**config.mk**
```make
export PLATFORM = sky130hd
export DESIGN_NAME = id_stage
export DESIGN_NICKNAME = d
export VERILOG_FILES = /design/src/rtl/cpu_pkg.sv /design/src/rtl/reg_file.sv /design/src/rtl/id_stage.sv
export SDC_FILE = /design/constraint.sdc
export NUM_CORES = 2
export LEC_CHECK = 0
export ABC_AREA = 1
export CAP_MARGIN = 5
export CORE_ASPECT_RATIO = 2
export CORE_MARGIN = 3
export CORE_UTILIZATION = 51
export CTS_CLUSTER_SIZE = 30
export DETAILED_ROUTE_END_ITERATION = 8
export MAX_ROUTING_LAYER = met4
export PLACE_DENSITY = 0.71
export SYNTH_ARGS = -nofsm -noshare
export SYNTH_HDL_FRONTEND = slang
export SYNTH_SLANG_ARGS = --single-unit
export TNS_END_PERCENT = 5
```
**constraint.sdc**
```tcl
create_clock -name clk -period 2.3 [get_ports clk]
set_input_delay 0.345 -clock clk [delete_from_list [all_inputs] [get_ports clk]]
set_output_delay 0.345 -clock clk [all_outputs]
set_load 0.01 [all_outputs]
```
**src/rtl/cpu_pkg.sv**
```systemverilog
// Shared pipeline definitions: encodings, ALU ops and the ID/EX bundle.
// Imported by the decode and execute stages.
package cpu_pkg;

    localparam logic [5:0] OP_RTYPE = 6'b000000;
    localparam logic [5:0] OP_ADDI  = 6'b001000;
    localparam logic [5:0] OP_ANDI  = 6'b001100;
    localparam logic [5:0] OP_ORI   = 6'b001101;
    localparam logic [5:0] OP_LW    = 6'b100011;
    localparam logic [5:0] OP_SW    = 6'b101011;

    localparam logic [5:0] FN_ADD   = 6'b100000;
    localparam logic [5:0] FN_SUB   = 6'b100010;
    localparam logic [5:0] FN_AND   = 6'b100100;
    localparam logic [5:0] FN_OR    = 6'b100101;

    typedef enum logic [2:0] {
        ALU_ADD = 3'b000,
        ALU_SUB = 3'b001,
        ALU_AND = 3'b010,
        ALU_OR  = 3'b011
    } alu_op_t;

    // Control half of ID/EX; operand data is carried alongside at XLEN.
    typedef struct packed {
        logic        ex_valid;
        logic        reg_write;
        logic        mem_read;
        logic        mem_write;
        logic        alu_src;
        alu_op_t     alu_op;
        logic [4:0]  dest_reg;
        logic [15:0] imm;
    } id_ex_t;

    localparam id_ex_t ID_EX_BUBBLE = id_ex_t'(0);

endpackage

```
**src/rtl/reg_file.sv**
```systemverilog
// 2R1W register file, r0 hardwired to zero.
// Same-cycle writes bypass straight to the read ports.
module reg_file #(
    parameter  int NREGS = 32,
    parameter  int XLEN  = 32,
    localparam int AW    = $clog2(NREGS)
) (
    input  logic            clk_i,
    input  logic            rst_ni,
    input  logic [AW-1:0]   ra1_i,
    input  logic [AW-1:0]   ra2_i,
    output logic [XLEN-1:0] rd1_o,
    output logic [XLEN-1:0] rd2_o,
    input  logic            we_i,
    input  logic [AW-1:0]   wa_i,
    input  logic [XLEN-1:0] wd_i
);

    logic [XLEN-1:0] regs_q [NREGS];

    // Storage: cleared on reset, writes to r0 dropped
    always_ff @(posedge clk_i or negedge rst_ni) begin
        if (!rst_ni) begin
            for (int i = 0; i < NREGS; i++) begin
                regs_q[i] <= '0;
            end
        end else if (we_i && (wa_i != '0)) begin
            regs_q[wa_i] <= wd_i;
        end
    end

    // Read ports: r0 reads zero, otherwise writeback value wins
    always_comb begin
        rd1_o = regs_q[ra1_i];
        rd2_o = regs_q[ra2_i];
        if (ra1_i == '0) begin
            rd1_o = '0;
        end else if (we_i && (wa_i == ra1_i)) begin
            rd1_o = wd_i;
        end
        if (ra2_i == '0) begin
            rd2_o = '0;
        end else if (we_i && (wa_i == ra2_i)) begin
            rd2_o = wd_i;
        end
    end

endmodule

```
**src/rtl/id_stage.sv**
```systemverilog
// Decode stage: decoder, load-use hazard unit and ID/EX register.
// Operands come from the local register file written by writeback.
module id_stage
    import cpu_pkg::*;
#(
    parameter  int NREGS = 32,
    parameter  int XLEN  = 32,
    localparam int AW    = $clog2(NREGS)
) (
    input  logic            clk,
    input  logic            reset,
    input  logic [31:0]     instr,
    input  logic            instr_valid,
    input  logic            flush,
    input  logic            wb_we,
    input  logic [AW-1:0]   wb_addr,
    input  logic [XLEN-1:0] wb_data,
    output logic            id_stall,
    output logic [XLEN-1:0] reg1_data,
    output logic [XLEN-1:0] reg2_data,
    output logic [15:0]     imm,
    output logic            alu_src,
    output logic [2:0]      alu_op,
    output logic [4:0]      dest_reg,
    output logic            reg_write,
    output logic            mem_read,
    output logic            mem_write,
    output logic            ex_valid,
    output logic            illegal
);

    logic [5:0]      opcode;
    logic [5:0]      funct;
    logic [4:0]      rs;
    logic [4:0]      rt;
    logic [4:0]      rd;
    logic            is_r;
    logic [XLEN-1:0] rs_val;
    logic [XLEN-1:0] rt_val;

    id_ex_t          dec;
    logic            dec_ok;
    logic            reads_rt;
    logic            hazard;
    logic            accept;

    id_ex_t          ex_d;
    id_ex_t          ex_q;
    logic [XLEN-1:0] r1_d;
    logic [XLEN-1:0] r1_q;
    logic [XLEN-1:0] r2_d;
    logic [XLEN-1:0] r2_q;
    logic            ill_d;
    logic            ill_q;

    assign opcode = instr[31:26];
    assign rs     = instr[25:21];
    assign rt     = instr[20:16];
    assign rd     = instr[15:11];
    assign funct  = instr[5:0];
    assign is_r   = (opcode == OP_RTYPE);

    reg_file #(
        .NREGS (NREGS),
        .XLEN  (XLEN)
    ) u_rf (
        .clk_i  (clk),
        .rst_ni (reset),
        .ra1_i  (AW'(rs)),
        .ra2_i  (AW'(rt)),
        .rd1_o  (rs_val),
        .rd2_o  (rt_val),
        .we_i   (wb_we),
        .wa_i   (wb_addr),
        .wd_i   (wb_data)
    );

    // Decoder: control bundle for the current instruction word
    always_comb begin
        dec          = ID_EX_BUBBLE;
        dec.ex_valid = 1'b1;
        dec.imm      = instr[15:0];
        dec_ok       = 1'b1;
        reads_rt     = 1'b0;
        unique case (1'b1)
            (is_r && (funct == FN_ADD)): begin
                dec.alu_op    = ALU_ADD;
                dec.dest_reg  = rd;
                dec.reg_write = 1'b1;
                reads_rt      = 1'b1;
            end
            (is_r && (funct == FN_SUB)): begin
                dec.alu_op    = ALU_SUB;
                dec.dest_reg  = rd;
                dec.reg_write = 1'b1;
                reads_rt      = 1'b1;
            end
            (is_r && (funct == FN_AND)): begin
                dec.alu_op    = ALU_AND;
                dec.dest_reg  = rd;
                dec.reg_write = 1'b1;
                reads_rt      = 1'b1;
            end
            (is_r && (funct == FN_OR)): begin
                dec.alu_op    = ALU_OR;
                dec.dest_reg  = rd;
                dec.reg_write = 1'b1;
                reads_rt      = 1'b1;
            end
            (opcode == OP_ADDI): begin
                dec.alu_op    = ALU_ADD;
                dec.alu_src   = 1'b1;
                dec.dest_reg  = rt;
                dec.reg_write = 1'b1;
            end
            (opcode == OP_ANDI): begin
                dec.alu_op    = ALU_AND;
                dec.alu_src   = 1'b1;
                dec.dest_reg  = rt;
                dec.reg_write = 1'b1;
            end
            (opcode == OP_ORI): begin
                dec.alu_op    = ALU_OR;
                dec.alu_src   = 1'b1;
                dec.dest_reg  = rt;
                dec.reg_write = 1'b1;
            end
            (opcode == OP_LW): begin
                dec.alu_op    = ALU_ADD;
                dec.alu_src   = 1'b1;
                dec.dest_reg  = rt;
                dec.reg_write = 1'b1;
                dec.mem_read  = 1'b1;
            end
            (opcode == OP_SW): begin
                dec.alu_op    = ALU_ADD;
                dec.alu_src   = 1'b1;
                dec.mem_write = 1'b1;
                reads_rt      = 1'b1;
            end
            default: begin
                dec    = ID_EX_BUBBLE;
                dec_ok = 1'b0;
            end
        endcase
    end

    assign hazard = ex_q.ex_valid && ex_q.mem_read &&
                    (ex_q.dest_reg != '0) && instr_valid &&
                    ((ex_q.dest_reg == rs) ||
                     (reads_rt && (ex_q.dest_reg == rt)));

    assign id_stall = hazard && !flush;
    assign accept   = instr_valid && !flush && !hazard;

    // ID/EX next state: bubble unless a real instruction is accepted
    always_comb begin
        ex_d  = ID_EX_BUBBLE;
        r1_d  = '0;
        r2_d  = '0;
        ill_d = 1'b0;
        if (accept) begin
            if (dec_ok) begin
                ex_d = dec;
                r1_d = rs_val;
                r2_d = rt_val;
            end else begin
                ill_d = 1'b1;
            end
        end
    end

    // ID/EX register
    always_ff @(posedge clk or negedge reset) begin
        if (!reset) begin
            ex_q  <= ID_EX_BUBBLE;
            r1_q  <= '0;
            r2_q  <= '0;
            ill_q <= 1'b0;
        end else begin
            ex_q  <= ex_d;
            r1_q  <= r1_d;
            r2_q  <= r2_d;
            ill_q <= ill_d;
        end
    end

    assign reg1_data = r1_q;
    assign reg2_data = r2_q;
    assign imm       = ex_q.imm;
    assign alu_src   = ex_q.alu_src;
    assign alu_op    = ex_q.alu_op;
    assign dest_reg  = ex_q.dest_reg;
    assign reg_write = ex_q.reg_write;
    assign mem_read  = ex_q.mem_read;
    assign mem_write = ex_q.mem_write;
    assign ex_valid  = ex_q.ex_valid;
    assign illegal   = ill_q;

endmodule
```
==> results.ini <==
[floorplan]
rows = 176
die_h_um = 490
die_w_um = 248
die_area_um2 = 121000
start_util_pct = 51.6
core_area_um2 = 116000
ios = 169

[timing]
hold_violations = 0
slew_headroom_pct = 51.8
min_period_over_period_pct = 101
fmax_ghz = 0.432
setup_ws_ns = -0.0163
fin_setup_tns_ns = -0.0163
worstMarginPinSlew_ns = 0.723
fin_skew_ns = 0.0449
setup_viol = 1
layout_min_cycle_time_ns = 2.32
rsz0062_at_grt = yes
maxSlewViolCount = 0

[logic_synthesis]
yosysMostFrequentCell = nand2_1
synth_area_leaders = dfrtp_1 47%, nand2_1 12%, o21ai_0 12%, nand3_1 8.0%, o211ai_1 7.4%
synth_top_area_share_pct = 46.8
ys_ff_latch = 1117
synth_edf_count = 0
syn_avg_cell_area_um2 = 7.55
netlist_instances = 7909
synth_area_leader_cell = dfrtp_1
synthFlopType = dfrtp_1
ys_async_sr_fraction_pct = 100
ys_types = 33
ys_seq_area_share_pct = 46.8
synth_commonest_cells = 1890 x nand2_1, 1393 x o21ai_0, 1117 x dfrtp_1, 953 x nand3_1, 586 x o211ai_1
yosys_warnings = 0
syn-num-nets = 7983
syn_area_um2 = 59700

[grt]
grt_pass1_vias = 57200
grt_max_degree = 137
grt_pass1_wl_mm = 340
grt_usage_pct = 37.8
grt_overflow = 0
antenna_found_initial = 6

[routing]
vias_per_cell = 6.29
drtIter0Drc = 7974
drt-total-wl_mm = 224
drtAntennaViolNets = 0
num_vias = 59400
drtPass1Iterations = 8
wl_per_cell_um = 23.7
drc = 0

[flow_run]
cap_violations = 0

[setup_path]
required_ns = 1.96
start_kind = flip-flop
crit_arrival_ns = 1.97
critical_path_class = flip-flop to output port
crit_fanout = 4
end_kind = output port
r2r-start = dest_reg[0]
startpoint = dest_reg[0]

[cts]
path_clk_slew_ns = 0.07
root_buffer = clkbuf_16
numCtsBuffers = 102
cts_tree = yes
insertion_delay_ns = 0.74
cts.sinks = 1117
cts_max_level = 3
clockBufferDepth = 3

[run_status]
violations = negative setup slack
status = finished with violations

[pwr]
p_per_area_nw_per_um2 = 788
p_leak_nw = 31.7
ir_worst_vdd_mv = 0.655

[finish]
stdcell_area_um2 = 69200
drive_gt1_share_pct = 8.47
synthToLayoutAreaGrowth_pct = 15.8
largest_reg_flops = 1024
fillers = 10200
nets = 7920
top_register = u_rf.regs_q

[worst_hold_path]
min_path_type = input pin to async pin

[place]
place_area_um2 = 65500
place_congestion = 0.942
port_buffers = 167
dp_hpwl_mm = 140

worst paths after layout:
check / end / slack (ns) / cells after the start
max in group asynchronous: u_rf.regs_q[462] / 1.14 / 3
min in group clk: imm[6] / 0.14 / 3
max reg2reg: reg2_data[4] / 0.40 / 9
min reg2reg: u_rf.regs_q[992] / 0.40 / 0
min: u_rf.regs_q[196] / 0.1 / 2
max: id_stall / -0.02 / 7
placed cells by master, fill, tap and decap left out, drive strengths merged, types with 152 or more instances in the layout:
cell type and count:
o211ai 586, clkdlybuf4s50 155, dfrtp 1117, clkbuf 152, a21oi 404, o21ai 1402
buf 425, nand3 953, nand2 1907, inv 570
logic make-up after synthesis:
family	synth area share, %
simple gates	21.5
compound gates	22.7
buf+inv	8.91
flops	46.8
xor+xnor	0.132
other cells	0.00628
per-stage QoR:
stage / total power [mW] / util, % / hold slack (ns) / worst slack, ns / instances
after floorplan: 32.0 / - / 0.0494 / 0.506 / 7909
after global placement: 35.4 / 56.7 / 0.253 / -0.469 / 9252
after detailed placement: 35.9 / 56.7 / 0.254 / -0.410 / 9252
after CTS: 54.4 / 59.8 / 0.0758 / -0.110 / 9447
after global routing: 57.1 / 59.8 / 0.101 / -0.0968 / 9453
final: 54.5 / 59.8 / 0.0961 / -0.0163 / 9454
timing repair:
item | CTS | global route
endpoints found under the setup margin | 1 | 1
setup buffers | 2 | 0
gates resized for setup | 8 | 3
hold buffers | 1 | 0
pin swaps | 3 | 1
endpoints found under the hold margin | 569 | 0
area by class of cell:
cell class                 instances  area, um^2  area share, %
sequential                      1117       28000           40.4
multi-input combinational       5457       26600           38.5
timing repair buffer             581        6850           9.91
clock buffer                     152        3080           4.45
inverter                         587        2220           3.21
tap                             1513        1890           2.74
clock inverter                    40         537          0.776
antenna                            7        17.5         0.0253
where the power goes:
part / total (mW) / internal (mW) / switching [mW]
Sequential: 25.1 / 23.0 / 2.10
Clock: 18.7 / 10.6 / 8.05
Combinational: 10.7 / 3.95 / 6.77
Total: 54.5 / 37.6 / 16.9
worst max-delay path: stages (launching register included):
cell	delay, ns
dfrtp_2	0.46
xor2_1	0.19
nor3_2	0.18
nand2_1	0.07
nand2_1	0.07
nand2_2	0.06
nor2_1	0.08
buf_2	0.13
metal layers:
layer	global-route usage (%)	up-vias	share of wire, %
met5	-	-	0
met4	27.2	0	8.8
met3	7.98	1090	10
met2	57.3	3609	45
met1	44.5	28200	36
li1	-	26500	-
Note: power is estimated with default switching activity, not from simulation.
